--- src/rtl/sprite_row_fetcher.sv ---
`default_nettype none
// ============================================================================
// Module      : sprite_row_fetcher
// Description : Round-robin arbiter that shares one sprite ROM. It bursts one
//               row of addresses per grant and returns tagged pixels.
// Revision    : 1.0 - initial release
// ============================================================================
module sprite_row_fetcher #(
    parameter int N_REQ  = 4,
    parameter int SPR_W  = 40,
    parameter int SPR_H  = 38,
    parameter int ADDR_W = 11,
    parameter int ROW_W  = 6,
    parameter int COL_W  = 6,
    parameter int ID_W   = 2
) (
    input  logic                     Clk,
    input  logic                     Reset_n,
    input  logic [N_REQ-1:0]         req,
    input  logic [N_REQ*ROW_W-1:0]   req_row,
    output logic [N_REQ-1:0]         grant,
    output logic                     busy,
    output logic                     err,
    output logic [ADDR_W-1:0]        rom_addr,
    input  logic [23:0]              rom_data,
    output logic                     pix_valid,
    output logic [23:0]              pix_data,
    output logic [ID_W-1:0]          pix_id,
    output logic [COL_W-1:0]         pix_col,
    output logic                     pix_last
);

    typedef enum logic [0:0] {
        IDLE  = 1'b0,
        BURST = 1'b1
    } state_t;

    localparam logic [COL_W-1:0] c_LAST_COL = COL_W'(SPR_W - 1);
    localparam logic [ID_W-1:0]  c_RR_INIT  = ID_W'(N_REQ - 1);

    state_t              r_state;
    logic [ID_W-1:0]     r_rr_ptr;
    logic [ID_W-1:0]     r_id;
    logic [COL_W-1:0]    r_col;
    logic [ADDR_W-1:0]   r_rom_addr;
    logic [N_REQ-1:0]    r_grant;
    logic                r_err;

    logic                r_t1_valid;
    logic [ID_W-1:0]     r_t1_id;
    logic [COL_W-1:0]    r_t1_col;
    logic                r_t1_last;

    logic                r_pix_valid;
    logic [23:0]         r_pix_data;
    logic [ID_W-1:0]     r_pix_id;
    logic [COL_W-1:0]    r_pix_col;
    logic                r_pix_last;

    logic                w_found;
    logic [ID_W-1:0]     w_sel;
    logic [ROW_W-1:0]    w_row;
    logic                w_row_ok;
    logic [ADDR_W-1:0]   w_base;
    logic [N_REQ-1:0]    w_onehot;

    // Search starts one past the last winner and wraps modulo N_REQ.
    always_comb begin
        w_found = 1'b0;
        w_sel   = '0;
        for (int i = 1; i <= N_REQ; i++) begin
            if (!w_found && req[(int'(r_rr_ptr) + i) % N_REQ]) begin
                w_found = 1'b1;
                w_sel   = ID_W'((int'(r_rr_ptr) + i) % N_REQ);
            end
        end
    end

    assign w_row    = req_row[w_sel*ROW_W +: ROW_W];
    assign w_row_ok = (int'(w_row) < SPR_H);
    assign w_base   = ADDR_W'(int'(w_row) * SPR_W);
    assign w_onehot = N_REQ'(1) << w_sel;

    always_ff @(posedge Clk or negedge Reset_n) begin
        if (!Reset_n) begin
            r_state     <= IDLE;
            r_rr_ptr    <= c_RR_INIT;
            r_id        <= '0;
            r_col       <= '0;
            r_rom_addr  <= '0;
            r_grant     <= '0;
            r_err       <= 1'b0;
            r_t1_valid  <= 1'b0;
            r_t1_id     <= '0;
            r_t1_col    <= '0;
            r_t1_last   <= 1'b0;
            r_pix_valid <= 1'b0;
            r_pix_data  <= '0;
            r_pix_id    <= '0;
            r_pix_col   <= '0;
            r_pix_last  <= 1'b0;
        end else begin
            r_grant     <= '0;
            r_err       <= 1'b0;

            r_t1_valid  <= (r_state == BURST);
            r_t1_id     <= r_id;
            r_t1_col    <= r_col;
            r_t1_last   <= (r_state == BURST) && (r_col == c_LAST_COL);

            r_pix_valid <= r_t1_valid;
            r_pix_id    <= r_t1_id;
            r_pix_col   <= r_t1_col;
            r_pix_last  <= r_t1_last;
            r_pix_data  <= rom_data;

            case (r_state)
                IDLE: begin
                    // A grant pulse still in flight blocks arbitration, so
                    // an error grant is never followed by a back-to-back one.
                    if (w_found && (r_grant == '0)) begin
                        r_grant  <= w_onehot;
                        r_rr_ptr <= w_sel;
                        if (w_row_ok) begin
                            r_state    <= BURST;
                            r_id       <= w_sel;
                            r_col      <= '0;
                            r_rom_addr <= w_base;
                        end else begin
                            r_err <= 1'b1;
                        end
                    end
                end
                BURST: begin
                    if (r_col == c_LAST_COL) begin
                        r_state <= IDLE;
                    end else begin
                        r_col      <= r_col + COL_W'(1);
                        r_rom_addr <= r_rom_addr + ADDR_W'(1);
                    end
                end
                default: r_state <= IDLE;
            endcase
        end
    end

    assign grant     = r_grant;
    assign busy      = (r_state == BURST);
    assign err       = r_err;
    assign rom_addr  = r_rom_addr;
    assign pix_valid = r_pix_valid;
    assign pix_data  = r_pix_data;
    assign pix_id    = r_pix_id;
    assign pix_col   = r_pix_col;
    assign pix_last  = r_pix_last;

endmodule
`default_nettype wire
--- config.mk ---
export PLATFORM = sky130hd
export DESIGN_NAME = sprite_row_fetcher
export DESIGN_NICKNAME = d
export VERILOG_FILES = /design/src/rtl/sprite_row_fetcher.sv
export SDC_FILE = /design/constraint.sdc
export NUM_CORES = 1
export LEC_CHECK = 0
export ABC_AREA = 1
export CAP_MARGIN = 25
export CORE_ASPECT_RATIO = 1.1
export CORE_UTILIZATION = 42
export DETAILED_ROUTE_END_ITERATION = 12
export PLACE_DENSITY_LB_ADDON = 0.25
export SETUP_SLACK_MARGIN = 0.2
export SLEW_MARGIN = 20
export SYNTH_ARGS = -nofsm -noshare
export SYNTH_HDL_FRONTEND = slang
export SYNTH_SLANG_ARGS = --single-unit
--- constraint.sdc ---
create_clock -name Clk -period 3.13 [get_ports Clk]
set_clock_uncertainty 0.15 [all_clocks]
set_input_delay 0.313 -clock Clk [delete_from_list [all_inputs] [get_ports Clk]]
set_output_delay 0.313 -clock Clk [all_outputs]
set_load 0.02 [all_outputs]
==> flow_metrics.py <==
metrics = {
    "synth": {
        "yosys_warnings": 0,
        "ys_types": 36,
        "synthFlopType": "dfrtp_1",
        "async_reset_ff_frac": 1.00,
        "ys_seq_elements": 71,
        "synth_edf_count": 0,
        "ys_seq_area_frac": 0.542,
        "synthCells": 376,
        "syn_area_sq_um": 3290,
        "synth_area_per_cell_sq_um": 8.74,
        "synth_nets": 439,
    },
    "timing": {
        "period_share": 1.11,
        "fmax_mhz": 287,
        "tightest_slew_ps": 926,
        "rsz0062_at_grt": "true",
        "maxSlewViolCount": 0,
        "hold_viol_final": 0,
        "relSlewSlack": 0.381,
        "timing.final.crit_period_ps": 3480,
        "hold_slack_ps": 10.1,
        "worst_slack_ps": -354,
        "setup_viol": 4,
    },
    "cts": {
        "clock-sinks": 71,
        "numCtsBuffers": 9,
        "cts_buffer_depth": 2,
        "cts_max_level": 3,
        "cts_tree": "yes",
        "cts_root_buffer": "clkbuf_8",
        "clk_pin_slew_ps": 80,
        "clock_latency_ps": 340,
    },
    "final_layout": {
        "layout-drive-gt1-share": 0.285,
        "n_antenna_cell": 0,
        "fillers": 566,
        "final_cell_mix": "103 x clkdlybuf4s50_1, 85 x nand2_1, 69 x dfrtp_1",
        "areaGrowthSynthToFinish_pct": 63.2,
        "stdcell_area_sq_um": 5360,
        "nets": 595,
        "layout_commonest_cell": "clkdlybuf4s50_1",
    },
    "drt": {
        "drtIter0Drc": 67,
        "ant_nets": 0,
        "post_drt_via_cell_ratio": 4.82,
        "firstDrtPassIters": 5,
        "drc": 0,
        "vias": 3093,
        "wirelength_um": 8490,
        "wire_per_inst_um": 13.2,
    },
    "floorplan": {
        "start_util": 0.437,
        "die-width_um": 86.3,
        "io_pins": 105,
        "dieArea_sq_um": 8180,
        "rows": 33,
        "die_h_um": 94.8,
        "core_sq_um": 7510,
    },
    "critical_path": {
        "endpoint": "rom_addr[9]",
        "crit_start": "r_rr_ptr[0]",
        "ff2ff_setup_slack_ps": -350,
        "r2r_start": "r_rr_ptr[0]",
        "r2r-end": "rom_addr[9]",
        "crit_required_ps": 3260,
        "worstSetupEndpointType": "flop",
        "cp-start-kind": "flop",
        "crit_fanout": 5,
        "critical_path_class": "flop to flop",
        "arrival_ps": 3620,
        "reg2regPathDepth": 22,
    },
    "job": {
        "drv_cap": 0,
    },
    "grt": {
        "grt_pass1_vias": 2944,
        "overflow": 0,
        "grt_pass1_wl_um": 12700,
        "grt_antenna_before_repair": 0,
        "grt_max_degree": 72,
        "grt_use_total": 0.199,
    },
    "run_status": {
        "violations": "negative setup slack",
        "status": "complete, but fails checks",
    },
    "placement": {
        "globalplace.congestion": 0.859,
        "dp_slack_ps": -525,
        "port_buffers": 104,
        "place_area_sq_um": 4690,
        "hpwl_um": 5550,
    },
    "worst_hold_path": {
        "hp-class": "input port to async pin",
    },
}
-- final cells by class --
type                       instances  area (sq um)  area share
tap                              105           131      0.0245
multi-input combinational        254          1610       0.301
timing repair buffer             152          1450       0.271
sequential                        71          1780       0.332
clock inverter                     6          67.6      0.0126
clock buffer                      10           138      0.0257
timing repair inverter             1          7.51     0.00140
inverter                          43           171      0.0320
-- worst min path at each step --
stage	startpoint	end	slack, ps	cells past startpoint
2_1_floorplan	Reset_n	busy	-130	0
3_3_place_gp	r_t1_col[4]	pix_col[4]	180	0
3_5_place_dp	r_t1_col[4]	pix_col[4]	180	0
4_1_cts	Reset_n	r_t1_col[4]	40	2
5_1_grt	Reset_n	pix_col[2]	100	2
6_report	Reset_n	r_t1_col[4]	10	2
-- cell families (layout without fill, tap and decap cells) --
group / count (synthesis) / after routing / synth area share
buffers and inverters: 53 / 212 / 0.0727
and+or+nand+nor: 215 / 217 / 0.287
adders and majority gates: 9 / 9 / 0.0366
muxes: 1 / 1 / 0.00305
DFF: 71 / 71 / 0.542
AOI/OAI and AO/OA: 19 / 19 / 0.0377
xor gates and xnor gates: 8 / 8 / 0.0213
-- through the flow --
step,TNS [ps],util,instances
global route,-2190,0.713,642
CTS,-579,0.664,634
finish,-1140,0.713,642
detailed placement,-1700,0.624,610
global placement,-942,0.624,610
floorplan,-49.2,-,376
-- synth_stat cells (2+ instances only) --
cell / n / area share
a31oi_1: 2 / 0.0038
buf_2: 2 / 0.0030
buf_4: 4 / 0.0091
buf_6: 3 / 0.010
dfrtp_1: 69 / 0.53
dfstp_2: 2 / 0.016
ha_1: 8 / 0.030
inv_1: 39 / 0.045
inv_2: 4 / 0.0046
nand2_1: 123 / 0.14
nand2_2: 4 / 0.0076
nand3_1: 53 / 0.081
nand4_1: 4 / 0.0076
nor2_1: 21 / 0.024
o21ai_0: 9 / 0.014
o21ai_1: 2 / 0.0030
or2_2: 2 / 0.0038
xnor2_1: 2 / 0.0053
xor2_1: 6 / 0.016
-- repair_timing --
item,CTS,global route
endpoints found under the setup margin,5,19
cloned,1,5
hold buffers,0,0
resized for setup,12,78
pin swaps,5,20
buffers inserted,7,3
-- state kept, by name, summed over array words and instances (netlist names) --
| name | flops |
|---|---|
| pix_data | 24 |
| rom_addr | 11 |
| pix_col | 6 |
| r_col | 6 |
| r_t1_col | 6 |
| grant | 4 |
| pix_id | 2 |
| r_id | 2 |
| r_rr_ptr | 2 |
| r_t1_id | 2 |
| busy | 1 |
| err | 1 |
| pix_last | 1 |
| pix_valid | 1 |
| r_t1_last | 1 |
| r_t1_valid | 1 |
-- per-layer routing --
metal,vias up,track usage,part of all wire
li1,1511,-,-
met1,1458,0.221,0.41
met2,104,0.359,0.51
met3,20,0.0446,0.056
met4,0,0.0944,0.028
met5,-,0,0
-- critical path: stages (launching register included) --
cell	delay (ps)
dfstp_2	650
inv_4	90
nand2_4	90
nand2_4	70
nand2_2	100
nand2_4	80
nor2_4	180
nand2_2	110
a21oi_4	180
buf_4	150
nand3_1	120
nand2_2	120
buf_4	140
ha_4	210
ha_4	260
nand2_2	60
nand2_1	50
a31oi_1	200
nand3b_1	150
nand3_2	90
nand2_1	80
nand2_1	50
nand2_1	50
Power is left out: the tool's default activity adds up to more than one toggle a clock period on the data nets, which glitch-free logic cannot reach.
